===== src/rtl/pat_str_pkg.sv =====
// Shared types and constants for the pattern string generator.
package pat_str_pkg;

  localparam int unsigned STR_W     = 64;
  localparam int unsigned PAT_W     = 4;
  localparam int unsigned NUM_BYTES = 8;
  localparam int unsigned MAX_OFS   = 60;

  typedef enum logic [2:0] {
    StIdle,
    StFill,
    StInsert,
    StSend,
    StDone
  } state_e;

  // Byte 0 is the most-significant byte, so its lsb sits at bit 56.
  function automatic logic [5:0] byte_lsb(input logic [2:0] idx);
    return {~idx, 3'b000};
  endfunction

endpackage


===== src/rtl/pat_lfsr8.sv =====
// 8-bit Fibonacci LFSR filler source: shift left, feedback b7^b5^b4^b3 into bit 0.
module pat_lfsr8 (
  input  logic       clk_i,
  input  logic       rst_ni,
  input  logic       load_i,
  input  logic [7:0] seed_i,
  input  logic       step_i,
  output logic [7:0] state_o
);

  logic [7:0] state_q;

  always_ff @(posedge clk_i or negedge rst_ni) begin
    if (!rst_ni) begin
      state_q <= 8'h00;
    end else if (load_i) begin
      // An all-zero state would lock up, so a zero seed maps to 1.
      state_q <= (seed_i == 8'h00) ? 8'h01 : seed_i;
    end else if (step_i) begin
      state_q <= {state_q[6:0], state_q[7] ^ state_q[5] ^ state_q[4] ^ state_q[3]};
    end
  end

  assign state_o = state_q;

endmodule


===== src/rtl/pat_str_gen.sv =====
// Builds a 64-bit string (filler plus injected 4-bit patterns) and streams it out bytewise.
// Define PATGEN_LFSR_EN to take filler bytes from an LFSR instead of zeros.
module pat_str_gen
  import pat_str_pkg::*;
#(
  parameter int unsigned ADDR_W = 8
) (
  input  logic              clk_i,
  input  logic              rst_ni,
  input  logic              start_i,
  input  logic [PAT_W-1:0]  pat_i,
  input  logic [STR_W-1:0]  pos_mask_i,
  input  logic [7:0]        seed_i,
  input  logic [ADDR_W-1:0] base_addr_i,
  output logic              wr_valid_o,
  input  logic              wr_ready_i,
  output logic [ADDR_W-1:0] wr_addr_o,
  output logic [7:0]        wr_data_o,
  output logic [6:0]        ins_cnt_o,
  output logic              busy_o,
  output logic              done_o
);

  localparam logic [5:0] LastOfs  = 6'(MAX_OFS);
  localparam logic [2:0] LastByte = 3'(NUM_BYTES - 1);

  state_e              state_q;
  logic [5:0]          cnt_q;
  logic [STR_W-1:0]    str_q;
  logic [PAT_W-1:0]    pat_q;
  logic [STR_W-1:0]    mask_q;
  logic [ADDR_W-1:0]   base_q;
  logic [6:0]          ins_cnt_q;
  logic                wr_valid_q;
  logic [ADDR_W-1:0]   wr_addr_q;
  logic [7:0]          wr_data_q;
  logic                busy_q;
  logic                done_q;

  logic [7:0]          filler;
  logic [STR_W-1:0]    str_ins;
  logic                ins_hit;
  logic [2:0]          nxt_idx;

`ifdef PATGEN_LFSR_EN
  logic lfsr_load;
  logic lfsr_step;

  assign lfsr_load = start_i && (state_q == StIdle);
  assign lfsr_step = (state_q == StFill);

  pat_lfsr8 u_lfsr (
    .clk_i   (clk_i),
    .rst_ni  (rst_ni),
    .load_i  (lfsr_load),
    .seed_i  (seed_i),
    .step_i  (lfsr_step),
    .state_o (filler)
  );
`else
  logic unused_seed;

  assign unused_seed = ^seed_i;
  assign filler      = 8'h00;
`endif

  assign ins_hit = mask_q[cnt_q];
  assign nxt_idx = cnt_q[2:0] + 3'd1;

  // String after this cycle's insertion; also feeds byte 0 on the INSERT->SEND edge.
  always_comb begin
    str_ins = str_q;
    if (ins_hit) begin
      str_ins[cnt_q +: PAT_W] = pat_q;
    end
  end

  always_ff @(posedge clk_i or negedge rst_ni) begin
    if (!rst_ni) begin
      state_q    <= StIdle;
      cnt_q      <= 6'd0;
      str_q      <= '0;
      pat_q      <= '0;
      mask_q     <= '0;
      base_q     <= '0;
      ins_cnt_q  <= 7'd0;
      wr_valid_q <= 1'b0;
      wr_addr_q  <= '0;
      wr_data_q  <= 8'h00;
      busy_q     <= 1'b0;
      done_q     <= 1'b0;
    end else begin
      case (state_q)
        StIdle: begin
          if (start_i) begin
            pat_q     <= pat_i;
            mask_q    <= pos_mask_i;
            base_q    <= base_addr_i;
            ins_cnt_q <= 7'd0;
            cnt_q     <= 6'd0;
            busy_q    <= 1'b1;
            state_q   <= StFill;
          end
        end
        StFill: begin
          str_q[byte_lsb(cnt_q[2:0]) +: 8] <= filler;
          if (cnt_q[2:0] == LastByte) begin
            cnt_q   <= 6'd0;
            state_q <= StInsert;
          end else begin
            cnt_q <= cnt_q + 6'd1;
          end
        end
        StInsert: begin
          str_q <= str_ins;
          if (ins_hit) begin
            ins_cnt_q <= ins_cnt_q + 7'd1;
          end
          if (cnt_q == LastOfs) begin
            cnt_q      <= 6'd0;
            wr_valid_q <= 1'b1;
            wr_addr_q  <= base_q;
            wr_data_q  <= str_ins[STR_W-1 -: 8];
            state_q    <= StSend;
          end else begin
            cnt_q <= cnt_q + 6'd1;
          end
        end
        StSend: begin
          if (wr_ready_i) begin
            if (cnt_q[2:0] == LastByte) begin
              wr_valid_q <= 1'b0;
              done_q     <= 1'b1;
              state_q    <= StDone;
            end else begin
              cnt_q     <= cnt_q + 6'd1;
              wr_addr_q <= base_q + ADDR_W'(nxt_idx);
              wr_data_q <= str_q[byte_lsb(nxt_idx) +: 8];
            end
          end
        end
        StDone: begin
          done_q  <= 1'b0;
          busy_q  <= 1'b0;
          state_q <= StIdle;
        end
        default: begin
          state_q <= StIdle;
        end
      endcase
    end
  end

  assign wr_valid_o = wr_valid_q;
  assign wr_addr_o  = wr_addr_q;
  assign wr_data_o  = wr_data_q;
  assign ins_cnt_o  = ins_cnt_q;
  assign busy_o     = busy_q;
  assign done_o     = done_q;

endmodule

===== config.mk =====
export PLATFORM = sky130hd
export DESIGN_NAME = pat_str_gen
export DESIGN_NICKNAME = d
export VERILOG_FILES = /design/src/rtl/pat_str_pkg.sv /design/src/rtl/pat_lfsr8.sv /design/src/rtl/pat_str_gen.sv
export SDC_FILE = /design/constraint.sdc
export NUM_CORES = 1
export LEC_CHECK = 0
export CAP_MARGIN = 20
export CORE_MARGIN = 3
export CORE_UTILIZATION = 55
export DETAILED_ROUTE_END_ITERATION = 10
export PLACE_DENSITY = 0.74
export SLEW_MARGIN = 5
export SYNTH_ARGS = -nofsm -noshare
export SYNTH_HDL_FRONTEND = slang
export SYNTH_SLANG_ARGS = --single-unit

===== constraint.sdc =====
create_clock -name clk_i -period 5.4 [get_ports clk_i]
set_input_delay 0.54 -clock clk_i [delete_from_list [all_inputs] [get_ports clk_i]]
set_output_delay 0.54 -clock clk_i [all_outputs]
set_load 0.02 [all_outputs]

==> results of run 1 <==
## area by class of cell
cell class / instances / area (µm²)
Fill cell: 1461 / 5911
Multi-Input combinational cell: 836 / 5121
Sequential cell: 175 / 4380
Timing Repair Buffer: 121 / 1172
Clock buffer: 18 / 439.2
Tap cell: 225 / 281.5
Clock inverter: 14 / 92.59
Inverter: 21 / 78.83
## cells in the mapped netlist (14+ instances only)
master                       n  area, µm²
sky130_fd_sc_hd__or3_1      14      87.58
sky130_fd_sc_hd__dfrtp_1   175       4379
sky130_fd_sc_hd__a21oi_1    55      275.3
sky130_fd_sc_hd__clkbuf_1   37      138.9
sky130_fd_sc_hd__o21ai_0    52      260.3
sky130_fd_sc_hd__inv_1      20      75.07
sky130_fd_sc_hd__nor3_1     26      130.1
sky130_fd_sc_hd__nand2_1   296       1111
sky130_fd_sc_hd__buf_2      18      90.09
sky130_fd_sc_hd__nor2_1     54      202.7
sky130_fd_sc_hd__nand3_1    56      280.3
sky130_fd_sc_hd__mux4_2     21      473.0
sky130_fd_sc_hd__mux2i_1    49      490.5
## worst register-to-register path, delay by kind of cell, from the launching register on
kind / cells / cell delay, ns
simple gates: 4 / 1.17
buf+inv: 2 / 0.96
flops: 1 / 0.84
fa+ha+maj: 2 / 0.59
compound gates: 1 / 0.40
## final timing paths
check	endpoint	cells past startpoint
min	base_q[5]$_DFFE_PN0P_	1
max	str_q[19]$_DFFE_PN0P_	9
min in group clk_i	mask_q[54]$_DFFE_PN0P_	2
max in group asynchronous	str_q[21]$_DFFE_PN0P_	2
min reg2reg	mask_q[54]$_DFFE_PN0P_	2
max reg2reg	str_q[19]$_DFFE_PN0P_	9
## sequential cells by signal, summed over array words and instances, names as in the netlist
| signal | flops |
|---|---|
| str_q | 64 |
| done_o | 1 |
| state_q | 3 |
| base_q | 8 |
| wr_addr_o | 8 |
| wr_valid_o | 1 |
| mask_q | 64 |
| cnt_q | 6 |
| busy_o | 1 |
| pat_q | 4 |
| ins_cnt_o | 7 |
| wr_data_o | 8 |
## layout by cell type (no fill, tap or decap), types with 6 or more instances in the layout
cell                              netlist  routed
sky130_fd_sc_hd__clkdlybuf4s50_1        0     104
sky130_fd_sc_hd__a21oi_1               55      55
sky130_fd_sc_hd__buf_4                  4      16
sky130_fd_sc_hd__clkbuf_16              0      17
sky130_fd_sc_hd__o31ai_1                6       6
sky130_fd_sc_hd__o21ai_0               52      52
sky130_fd_sc_hd__or3_1                 14      14
sky130_fd_sc_hd__a21o_1                13      13
sky130_fd_sc_hd__xnor2_1                6       6
sky130_fd_sc_hd__o32ai_1                9       9
sky130_fd_sc_hd__clkinv_2               0       7
sky130_fd_sc_hd__a22oi_1                6       6
sky130_fd_sc_hd__o211ai_1               8       8
sky130_fd_sc_hd__nand4_1               12      12
sky130_fd_sc_hd__o311ai_0               8       8
sky130_fd_sc_hd__mux2i_1               49      49
sky130_fd_sc_hd__nor2_1                54      54
sky130_fd_sc_hd__ha_1                   7       7
sky130_fd_sc_hd__dfrtp_1              175     174
sky130_fd_sc_hd__nor3_1                26      25
sky130_fd_sc_hd__a31oi_1                8       8
sky130_fd_sc_hd__mux4_2                21      21
sky130_fd_sc_hd__mux2_2                10      10
sky130_fd_sc_hd__inv_1                 20      20
sky130_fd_sc_hd__nand2_1              296     296
sky130_fd_sc_hd__nand3_1               56      56
sky130_fd_sc_hd__nand2b_1               6       6
sky130_fd_sc_hd__a211o_1                8       8
sky130_fd_sc_hd__and3_1                12      12
## cell families after synthesis
logic type	Yosys count	share of synthesized area [%]
compound gates	222	15.10
xor+xnor	11	1.049
fa+ha+maj	8	1.087
buf+inv	89	4.246
mux	80	10.87
flops	175	44.23
simple gates	515	23.43
## power by group through the flow
stage	clock network, W	logic, W	registers (W)
floorplan	0	0.00281	0.00216
global placement	0	0.00386	0.00228
detailed placement	0	0.00390	0.00230
CTS	0.00115	0.00393	0.00229
global route	0.00120	0.00433	0.00237
finish	0.00114	0.00402	0.00230
## metal layers
layer	GRT usage [%]	share of wire, %
met5	0	0.039
met4	9.638	2.7
met3	6.248	9.2
met2	43.85	45
met1	41.99	43
## stage by stage
step / cells / setup slack, ns / util, % / area (µm²) / hold WS [ns]
floorplan: 1100 / 2.137 / - / 9902 / 0.2444
global placement: 1378 / 1.471 / 63.14 / 11030 / 0.4549
detailed placement: 1378 / 1.412 / 63.14 / 11030 / 0.4582
CTS: 1410 / 1.404 / 66.18 / 11570 / 0.1577
global route: 1410 / 1.094 / 66.18 / 11570 / 0.1880
finish: 1410 / 1.321 / 66.18 / 11570 / 0.1311
==> results_dict.tcl, run 1 <==
set metrics [dict create \
    skew_ns 0.007892 \
    rsz_0062_raised_after_global_routing "false" \
    power_density_mw_per_mm2 644.2 \
    setup-violations-final 0 \
    synthesis.instances 1100 \
    die_w_um 140.2 \
    cts.htree.levels 4 \
    postSynth.asyncResetShare_pct 100.0 \
    critPathBufInv 2 \
    layout-drive-gt1-share_pct 8.692 \
    antenna_cells_inserted 0 \
    net-switching-power_w 0.003645 \
    detail_route.drc_violations 0 \
    synth-edff-count 0 \
    max-clock-path-buffers 2 \
    combPwrFrac_pct 53.9 \
    final.period_utilization_pct 75.53 \
    cp_data_arrival_time_ns 4.40 \
    groute.usage.overall_pct 29.03 \
    clockRootBuffer "sky130_fd_sc_hd__clkbuf_16" \
    timing_worst_setup_path_type "reg2reg" \
    clk_transition_reported_paths_ns 0.07 \
    postSynthAreaPerCell_um2 9.002 \
    crit_required_ns 5.72 \
    cts_tree "yes" \
    finalWorstPathRequiredPeriod_ns 4.079 \
    cp_slowest_stage_delay_ns 0.84 \
    synth_top_flop_cell "sky130_fd_sc_hd__dfrtp_1" \
    timing.setup.tns_ns 0 \
    cp_max_stage_cell "sky130_fd_sc_hd__dfrtp_2" \
    place.gp.congestion 0.9581 \
    internal-power_w 0.003807 \
    p_seq_share_pct 30.8 \
    grt_start_max_net_pins 83 \
    grt_first_pass_wirelength_um 45720 \
    clock_sink_count 175 \
    endpoint_class_of_the_critical_path "register" \
    cp_cell_sequence "buf_4, ha_1, ha_1, inv_1, nor2_1, nand4_1, nor2_1, nor2_1, a221o_1" \
    portBuffers 105 \
    timing_hold_violations_final 0 \
    synth.lib_cells_used.distinct 78 \
    synthesis.yosys.warnings 0 \
    ir_drop_mv 0.3228 \
    sw_frac_of_total_pct 48.91 \
    clock.fmax_mhz 245.2 \
    globalRouteOverflowTotal 0 \
    timing.critical_path.from_type "register" \
    cp_common_cell "sky130_fd_sc_hd__nor2_1" \
    mappedNetlistArea_mm2 0.009902 \
    post_synthesis_register_bit_count 175 \
    worst_margin_pin_slew_ns 0.9888 \
    finalNetCount 1268 \
    drtIter0Drc 969 \
    core.rowCount 48 \
    r2r_setup_slack_ns 1.32 \
    drv_cap 0 \
    cts-hold-fix-buffers 0 \
    share_clk_of_total_power_pct 15.2 \
    fp.dieH_um 140.2 \
    hold_path.class "in2async" \
    status "finished clean" \
    viasPerCell 6.265 \
    postRouteAntennaNets 0 \
    hpwlAfterDp_um 19550 \
    share_of_the_yosys_chip_area_belonging_to_registers_pct 44.23 \
    routed_wire_length_um 28160 \
    wl_per_cell_um 19.97 \
    timing_max_transition_violations_final 0 \
    core_mm2 0.01748 \
    routed-via-count 8834 \
    post_cts_buffers 0 \
    syn_nets 1196 \
    cts_buffers 17 \
    area_delta_synth_final_pct 16.81 \
    grt_pass1_vias 8484 \
    drt_pass1_iterations 5 \
    critical-path-top-delay-family "simple AND/OR/NAND/NOR gates" \
    count_of_cells_resized_by_post_cts_repair 0 \
    total_power_w 0.007451 \
    antenna_violations_before_repair 1 \
    num_io_pins 114 \
    die_area_mm2 0.01965 \
    crit_path_max_fanout 39 \
    worst_setup_path_startpoint "cnt_q[0]$_DFFE_PN0P_" \
    total_leakage_power_nw 5.273 \
    regToRegStartpoint "cnt_q[0]$_DFFE_PN0P_" \
    max-slew-margin-rel_pct 34.08 \
    floorplan.initialDensity_pct 56.66 \
    clkLatencyLatePin_ns 0.43 \
]
(Power assumes the default switching activity.)
==> inputs of run 2 (changes only) <==
--- a/config.mk
+++ b/config.mk
@@ -7,9 +7,9 @@
 export LEC_CHECK = 0
 export CAP_MARGIN = 20
 export CORE_MARGIN = 3
-export CORE_UTILIZATION = 55
+export CORE_UTILIZATION = 51
 export DETAILED_ROUTE_END_ITERATION = 10
-export PLACE_DENSITY = 0.74
+export PLACE_DENSITY = 0.73
 export SLEW_MARGIN = 5
 export SYNTH_ARGS = -nofsm -noshare
 export SYNTH_HDL_FRONTEND = slang
==> constraint.sdc (replaced) <==
create_clock -name clk_i -period 3.5 [get_ports clk_i]
set_input_delay 0.35 -clock clk_i [delete_from_list [all_inputs] [get_ports clk_i]]
set_output_delay 0.35 -clock clk_i [all_outputs]
set_load 0.02 [all_outputs]
==> run 2 against run 1 <==
- global-route usage decreased by 1.3 points
- clock-buffer cell count unchanged
- hold slack improved by 0.30 ns
- combinational power increased by 73%
- non-clock buffer count increased by 44
- total power increased by 66%
- first-iteration DRC count increased by 1.5%
- critical endpoint is now str_q[58]$_DFFE_PN0P_
==> results_dict.tcl, run 2 (same netlist as run 1, synthesis figures left out) <==
set metrics [dict create \
    status "finished clean" \
    finalNetCount 1312 \
    routed-via-count 9027 \
    die_w_um 145.3 \
    antenna_cells_inserted 0 \
    worst_margin_pin_slew_ns 0.8604 \
    portBuffers 105 \
    clkLatencyLatePin_ns 0.44 \
    detail_route.drc_violations 0 \
    r2r_setup_slack_ns 0.39 \
    setup-violations-final 0 \
    groute.usage.overall_pct 27.76 \
    crit_path_max_fanout 14 \
    detailroute.wirelength.met3_um 2749 \
    registers_with_the_most_flip_flops "mask_q: 64 flops, str_q: 64 flops" \
    drtIter0Drc 984 \
    place.gp.congestion 0.9750 \
    dpl-instance-area_mm2 0.01146 \
    m1WireLength_um 12370 \
    area_delta_synth_final_pct 21.89 \
    core.rowCount 50 \
    max-clock-path-buffers 2 \
    count_of_cells_resized_by_post_cts_repair 0 \
    mostFrequentLayoutCells "sky130_fd_sc_hd__nand2_1 (296), sky130_fd_sc_hd__dfrtp_1 (174), sky130_fd_sc_hd__clkdlybuf4s50_1 (104)" \
    timing_worst_setup_path_type "reg2reg" \
    wl_per_cell_um 19.72 \
    maxUsedRoutingLayer "met5" \
    layout-drive-gt1-share_pct 11.72 \
    combPwrFrac_pct 56.2 \
    globalRouteOverflowTotal 0 \
    fillerInstances 1640 \
    timing.setup.tns_ns 0 \
    p_seq_share_pct 28.0 \
    rsz_0062_raised_after_global_routing "false" \
    share_clk_of_total_power_pct 15.8 \
    hpwlAfterDp_um 21010 \
    fp.dieH_um 145.3 \
    clk_transition_reported_paths_ns 0.07 \
    worstReg2RegEnd "str_q[58]$_DFFE_PN0P_" \
    crit_required_ns 3.79 \
    total_leakage_power_nw 5.531 \
    timing_max_transition_violations_final 0 \
    net-switching-power_w 0.005872 \
    internal-power_w 0.006490 \
    skew_ns 0.01175 \
    cts_buffers 17 \
    cp_data_arrival_time_ns 3.40 \
    clock_sink_count 175 \
    sw_frac_of_total_pct 47.50 \
    holdPathStages 3 \
    grt_start_max_net_pins 83 \
    min-delay-start "pos_mask_i[32]" \
    max-slew-margin-rel_pct 42.64 \
    core_mm2 0.01889 \
    ir_drop_mv 0.5994 \
    postRouteAntennaNets 0 \
    num_io_pins 114 \
    timing_hold_violations_final 0 \
    grt_pass1_vias 8691 \
    hold_path.class "in2reg" \
    grt_first_pass_wirelength_um 47280 \
    layout.cells.most_common "sky130_fd_sc_hd__nand2_1" \
    finalWorstPathRequiredPeriod_ns 3.110 \
    met2WireLength_um 13620 \
    cts.htree.levels 4 \
    antenna_violations_before_repair 1 \
    worstRegToRegCells 8 \
    drv_cap 0 \
    die_area_mm2 0.02112 \
    final.period_utilization_pct 88.86 \
    hold_end "mask_q[32]$_DFFE_PN0P_" \
    floorplan.initialDensity_pct 52.41 \
    routed_wire_length_um 29360 \
    endpoint_class_of_the_critical_path "register" \
    clock.fmax_mhz 321.5 \
    worst_setup_path_startpoint "cnt_q[2]$_DFFE_PN0P_" \
    drt_pass1_iterations 5 \
    power_density_mw_per_mm2 1024 \
    postLayoutCellArea_mm2 0.01207 \
    regToRegStartpoint "cnt_q[2]$_DFFE_PN0P_" \
    clockRootBuffer "sky130_fd_sc_hd__clkbuf_16" \
    cts_tree "yes" \
    viasPerCell 6.062 \
    timing.critical_path.from_type "register" \
]
run 2: changes by cell type in the layout (fill, tap and decap cells not counted), moves of 2 or more:
cell,delta
sky130_fd_sc_hd__buf_4,+38
sky130_fd_sc_hd__clkinv_2,-7
sky130_fd_sc_hd__buf_12,+5
sky130_fd_sc_hd__inv_8,+4
sky130_fd_sc_hd__bufinv_16,+2
run 2: timing repair:
action	4_1_cts	5_1_grt
buffers inserted	0	0
hold buffers	1	0
endpoints found under the hold margin	61	0
run 2: metal layers:
metal,track usage (%),vias up
met2,43.77,442
met1,38.56,4371
met3,6.851,54
li1,-,4158
met4,7.977,2
met5,0,-
run 2: how the worst max path moves through the flow:
stage	endpoint	cells after the start	slack, ns
4_1_cts	str_q[58]$_DFFE_PN0P_	8	0.48
5_1_grt	str_q[56]$_DFFE_PN0P_	7	0.30
2_1_floorplan	wr_data_o[1]$_DFFE_PN0P_	15	0.24
3_5_place_dp	str_q[58]$_DFFE_PN0P_	9	0.50
6_report	str_q[58]$_DFFE_PN0P_	8	0.39
3_3_place_gp	str_q[58]$_DFFE_PN0P_	8	0.52
run 2: power by group through the flow:
stage | combinational [W] | clock (W) | sequential [W]
4_1_cts | 0.00681 | 0.00198 | 0.00344
3_3_place_gp | 0.00669 | 0 | 0.00342
2_1_floorplan | 0.00434 | 0 | 0.00334
3_5_place_dp | 0.00678 | 0 | 0.00347
5_1_grt | 0.00746 | 0.00205 | 0.00356
6_report | 0.00695 | 0.00196 | 0.00346
run 2: area by class of cell:
class                   instances  area, µm²  share of cell area (%)
repair buffers                165       1568                   12.99
multi-input cells             836       5116                   42.39
clock buffers                  18      429.2                   3.556
well taps                     260      325.3                   2.695
clock inverters                14      171.4                   1.420
inverters                      21      78.83                  0.6531
flip-flops and latches        175       4380                   36.29
run 2: worst max-delay path, cell delays in order, from the launching register on:
cell and delay [ns]:
sky130_fd_sc_hd__dfrtp_1 0.59, sky130_fd_sc_hd__buf_4 0.28, sky130_fd_sc_hd__or3_4 0.39, sky130_fd_sc_hd__nor2_4 0.36, sky130_fd_sc_hd__nor2_2 0.15, sky130_fd_sc_hd__or3_4 0.48, sky130_fd_sc_hd__or3b_4 0.44, sky130_fd_sc_hd__a21oi_1 0.17
sky130_fd_sc_hd__o32ai_1 0.10
run 2: through the flow:
step | worst slack, ns | util, % | cells | hold WS (ns) | power (W)
2_1_floorplan | 0.2370 | - | 1100 | 0.05441 | 0.007671
3_3_place_gp | 0.5230 | 60.65 | 1456 | 0.3765 | 0.01011
3_5_place_dp | 0.5050 | 60.65 | 1456 | 0.3761 | 0.01024
4_1_cts | 0.4810 | 63.88 | 1489 | 0.4211 | 0.01223
5_1_grt | 0.2996 | 63.88 | 1489 | 0.4282 | 0.01307
6_report | 0.3899 | 63.88 | 1489 | 0.4301 | 0.01236
==> RTL change 1: new RTL, flow settings as in run 2 <==
Put one more register stage on the output `ins_cnt_o`, cleared by the reset. The value now appears one clock later. The other outputs are not delayed to match.
--- a/src/rtl/pat_str_gen.sv
+++ b/src/rtl/pat_str_gen.sv
@@ -154,7 +154,13 @@
   assign wr_valid_o = wr_valid_q;
   assign wr_addr_o  = wr_addr_q;
   assign wr_data_o  = wr_data_q;
-  assign ins_cnt_o  = ins_cnt_q;
+  always_ff @(posedge clk_i or negedge rst_ni) begin
+    if (!rst_ni) begin
+      ins_cnt_o <= '0;
+    end else begin
+      ins_cnt_o <= ins_cnt_q;
+    end
+  end
   assign busy_o     = busy_q;
   assign done_o     = done_q;
 
Check against the original RTL: no difference found for any inputs over 10 cycles, from zero or initial values and one cycle with rst_ni low; that may be too few to reach the edited logic, so the function may still have changed.
==> RTL change 1 against run 2 <==
  * Cell area increased by 2.9%
  * Power increased by 0.34%
  * Routed wire length rose by 0.69%
  * Sequential cell count grew 7
  * Area after synthesis up 5.0%
  * Cell count rose by 0.13%
  * Worst setup slack improved by 0.038 ns
  * Critical endpoint is now str_q[13]$_DFFE_PN0P_
==> RTL change 1: results (changes against run 2) <==
- Netlist cell types: 86 (was 78)
- Worst Tran Pin Value: 0.905 ns (was 0.860 ns)
- Pin count of the biggest net entering global routing: 81 (was 83)
- Most frequent cells after synthesis: nand2_1 (323), dfrtp_1 (182), mux2i_1 (64) (was nand2_1 (296), dfrtp_1 (175), nand3_1 (56))
- Hold endpoint: ins_cnt_o[6]$_DFF_PN0_ (was mask_q[32]$_DFFE_PN0P_)
- Cells after DPL: 1459 (was 1456)
- Initial antenna violation count: 0 (was 1)
- Cell Area, Placed: 11800 um^2 (was 11500 um^2)
- Share of cells above drive strength 1: 0.117 (about the same)
- Global-route wire length before repair: 46900 um (was 47300 um)
- Multi-input logic area: 5390 um^2 (was 5120 um^2)
- Vias: 8878 (was 9027)
- P_leak: 0.00546 uW (was 0.00553 uW)
- Status: finished clean (unchanged)
- Switching Share: 0.467 (was 0.475)
- Sequential-to-total area share from yosys stat: 0.438 (was 0.442)
- Met1 GRT Util: 0.368 (was 0.386)
- Hold Crit Start: ins_cnt_q[6]$_DFFE_PN0P_ (was pos_mask_i[32])
- Routed len/inst: 19.8 um (was 19.7 um)
- Gpl congestion: 0.961 (was 0.975)
- Crit Path Max Fanout: 12 (was 14)
- Largest cells by area after synthesis: dfrtp_1 (44%), nand2_1 (12%), mux2i_1 (6.2%) (was dfrtp_1 (44%), nand2_1 (11%), mux2i_1 (5.0%))
- GRT met2 Usage: 0.438 (about the same)
- Launch point of the worst path: cnt_q[0]$_DFFE_PN0P_ (was cnt_q[2]$_DFFE_PN0P_)
- HPWL after detailed placement: 21000 um (about the same)
- Met3 Use GR: 0.0538 (was 0.0685)
- Fill count: 1678 (was 1640)
- # nets final: 1310 (was 1312)
- VDD IR max: 692 uV (was 599 uV)
- RR Endpoint: str_q[13]$_DFFE_PN0P_ (was str_q[58]$_DFFE_PN0P_)
## RTL change 1: timing repair
action,4_1_cts,5_1_grt
hold endpoints to repair,68,0
buffers inserted,0,0
hold buffers,1,0
## RTL change 1: worst max-delay path by stage
stage                                    end  slack [ns]  depth (start not counted)
floorplan           wr_data_o[5]$_DFFE_PN0P_        0.35                         14
global placement       str_q[54]$_DFFE_PN0P_        0.51                          9
detailed placement     str_q[13]$_DFFE_PN0P_        0.49                         10
CTS                    str_q[13]$_DFFE_PN0P_        0.44                         10
global route           str_q[34]$_DFFE_PN0P_        0.25                          9
finish                 str_q[13]$_DFFE_PN0P_        0.43                         10
## RTL change 1: metal layers
layer	vias up	share of wire
met2	383	0.48
met4	0	0.035
met3	72	0.071
met5	-	0
met1	4245	0.42
li1	4178	-
## RTL change 1: per-stage QoR
stage	setup slack [ns]	hold WS, ns
final	0.428	0.397
after global routing	0.254	0.422
after CTS	0.442	0.400
after detailed placement	0.487	0.384
after global placement	0.514	0.377
after floorplan	0.351	0.0544
## RTL change 1: power groups by stage
stage / combinational (uW) / sequential (uW) / clock, uW
floorplan: 4620 / 3390 / 0
global placement: 6620 / 3470 / 0
detailed placement: 6720 / 3510 / 0
CTS: 6760 / 3470 / 2100
global route: 7410 / 3570 / 2190
finish: 6860 / 3480 / 2070
## RTL change 1: kinds of logic (layout without fill, tap and decap cells)
logic type,Yosys count,in the layout,synth area share
buf+inv,89,195,0.0439
xor+xnor,12,12,0.0116
flops,182,182,0.438
simple gates,533,533,0.233
fa+ha+maj,8,8,0.0104
mux,94,94,0.118
compound gates,202,202,0.145
## RTL change 1: cell type report
cell class	instances	share of cell area
multi-input cells	849	0.434
flip-flops and latches	182	0.367
repair buffers	155	0.119
clock buffers	19	0.0349
well taps	265	0.0267
clock inverters	12	0.0155
inverters	9	0.00272
## RTL change 1: worst max-delay path: stages, from the launching register on
cell      delay, ns
dfrtp_2        0.43
inv_1          0.18
ha_1           0.31
buf_4          0.20
clkinv_1       0.22
nand2_1        0.13
a21oi_2        0.27
a21oi_1        0.26
or2_2          0.38
or4_1          0.51
nand3_1        0.10
==> RTL change 2: new RTL, settings of run 2 <==
Made on the original files. Change the package constant `PAT_W` from 4 to 5.
--- a/src/rtl/pat_str_pkg.sv
+++ b/src/rtl/pat_str_pkg.sv
@@ -2,7 +2,7 @@
 package pat_str_pkg;
 
   localparam int unsigned STR_W     = 64;
-  localparam int unsigned PAT_W     = 4;
+  localparam int unsigned PAT_W     = 5;
   localparam int unsigned NUM_BYTES = 8;
   localparam int unsigned MAX_OFS   = 60;
 
Interface: changed (resized pat_i); port bits go from 114 to 115. No check against the original RTL was run, so the function may have changed too.
==> RTL change 2 against run 2 <==
  * Sequential cell count up 1
  * Fmax down 3.9%
  * Critical path depth is 2 lower
  * Non-clock buffer count grew 10
  * Power is 14% higher
  * Routed wire length rose by 8.1%
  * Area after synthesis rose by 4.5%
  * Via count increased by 0.54%
  * Worst setup slack worse by 0.13 ns
  * Clock skew grew 0.0076 ns
  * Cell area is 4.8% higher
  * Hold slack improved by 0.041 ns
  * Critical path type unchanged
  * Largest cell class unchanged
  * Largest power group unchanged
==> RTL change 2: results (changes against run 2) <==
- Cells on worst reg2reg path: 6 (was 8)
- Vias in the first global route: 8912 (was 8691)
- Routed len/inst: 22.8 um (was 19.7 um)
- Gr usage total: 0.293 (was 0.278)
- Share of cells above drive strength 1: 0.216 (was 0.117)
- # nets final: 1208 (was 1312)
- Vias per cell: 6.53 (was 6.06)
- Initial antenna violation count: 0 (was 1)
- Crit path DAT: 3.57 ns (was 3.40 ns)
- RR Endpoint: wr_data_o[3]$_DFFE_PN0P_ (was str_q[58]$_DFFE_PN0P_)
- Pin count of the biggest net entering global routing: 75 (was 83)
- Vias: 9076 (was 9027)
- VDD IR max: 756 uV (was 599 uV)
- Largest cells by area after synthesis: dfrtp_1 (43%), mux2_2 (9.0%), mux4_2 (7.0%) (was dfrtp_1 (44%), nand2_1 (11%), mux2i_1 (5.0%))
- Root Driver: clkbuf_16 (unchanged)
- Syn Nets: 1084 (was 1196)
- Share of power burned in the clock network: 0.144 (was 0.158)
- Synth Area per Inst: 10.5 um^2 (was 9.00 um^2)
- Most frequent cells after synthesis: dfrtp_1 (176), nand2_1 (90), mux2_2 (83) (was nand2_1 (296), dfrtp_1 (175), nand3_1 (56))
- Gpl congestion: 0.998 (was 0.975)
- Cells after DPL: 1356 (was 1456)
- Port Buffers: 106 (was 105)
- Worst R2R Setup Slack: 0.26 ns (was 0.39 ns)
- HPWL after detailed placement: 23100 um (was 21000 um)
- P_leak: 0.00503 uW (was 0.00553 uW)
- Max transition margin: 0.314 (was 0.426)
- Sequential-to-total area share from yosys stat: 0.425 (was 0.442)
- Slowest cell on the critical path: o21ai_0 (was dfrtp_1)
- Clock-pin transition on the worst setup and hold timing paths: 0.08 ns
- Worst min path class: primary input to async pin (was primary input to register)
- DR iter-0 viols: 1111 (was 984)
- Global-route wire length before repair: 50300 um (was 47300 um)
- Crit Path Max Fanout: 17 (was 14)
- Skew final: 0.0193 ns (was 0.0118 ns)
- P_int: 7250 uW (was 6490 uW)
- Status: finished clean (unchanged)
- Crit path max-delay family: compound AO/OA/AOI/OAI gates (was simple AND/OR/NAND/NOR gates)
-- RTL change 2: cell count changes after synthesis, sizes merged, moves of 10 or more --
cell            run 2  this run
mux2               10        86
mux2i              49        31
mux4               21        32
nand2             296        90
nand3              56        40
nor2               57        35
o2bb2ai             2        12
-- RTL change 2: routing by layer --
| metal | track usage | vias to the layer above | part of all wire |
|---|---|---|---|
| met2 | 0.451 | 485 | 0.46 |
| met4 | 0.0891 | 0 | 0.023 |
| li1 | - | 4040 | - |
| met3 | 0.0786 | 69 | 0.098 |
| met5 | 0 | - | 0 |
| met1 | 0.409 | 4482 | 0.42 |
-- RTL change 2: how the worst max path moves through the flow --
stage	startpoint	slack, ns	end
6_report	cnt_q[2]$_DFFE_PN0P_	0.26	wr_data_o[3]$_DFFE_PN0P_
5_1_grt	cnt_q[2]$_DFFE_PN0P_	0.04	str_q[28]$_DFFE_PN0P_
4_1_cts	cnt_q[0]$_DFFE_PN0P_	0.22	wr_data_o[3]$_DFFE_PN0P_
3_5_place_dp	cnt_q[0]$_DFFE_PN0P_	0.25	wr_data_o[3]$_DFFE_PN0P_
3_3_place_gp	cnt_q[0]$_DFFE_PN0P_	0.29	wr_data_o[3]$_DFFE_PN0P_
2_1_floorplan	cnt_q[1]$_DFFE_PN0P_	0.30	wr_data_o[0]$_DFFE_PN0P_
-- RTL change 2: logic make-up (layout without fill, tap and decap cells) --
kind of cell	after synthesis	count (layout)	synth area share
and+or+nand+nor	277	277	0.134
adders and majority gates	8	8	0.0104
xor gates and xnor gates	11	11	0.0100
buffers and inverters	93	230	0.0419
DFF	176	176	0.425
muxes	149	149	0.193
AOI/OAI and AO/OA	273	273	0.186
-- RTL change 2: metrics by stage --
step,utilization,area (um^2),hold slack [ns],worst slack (ns)
4_1_cts,0.641,12600,0.463,0.216
3_3_place_gp,0.608,12000,0.407,0.288
6_report,0.641,12600,0.471,0.264
3_5_place_dp,0.608,12000,0.410,0.253
2_1_floorplan,-,10400,0.0544,0.298
5_1_grt,0.641,12600,0.472,0.0382
-- RTL change 2: timing repair --
item	in CTS	in global routing
endpoints found under the hold margin	72	0
hold buffers	1	0
buffers inserted	0	0
setup endpoints to repair	0	4
resized for setup	0	1
-- RTL change 2: power by group through the flow --
stage	sequential, uW	clock (uW)	combinational (uW)
after CTS	3520	2050	8300
after global placement	3500	0	8140
after floorplan	3420	0	5330
after detailed placement	3550	0	8260
after global routing	3650	2140	9040
final	3530	2040	8550
-- RTL change 2: area by class of cell --
class	instances	area, um^2
clock buffer	17	425
inverter	23	86.3
tap	265	332
fill	1580	7070
sequential	176	4410
clock inverter	15	210
multi-input combinational	718	5540
timing repair buffer	175	1650
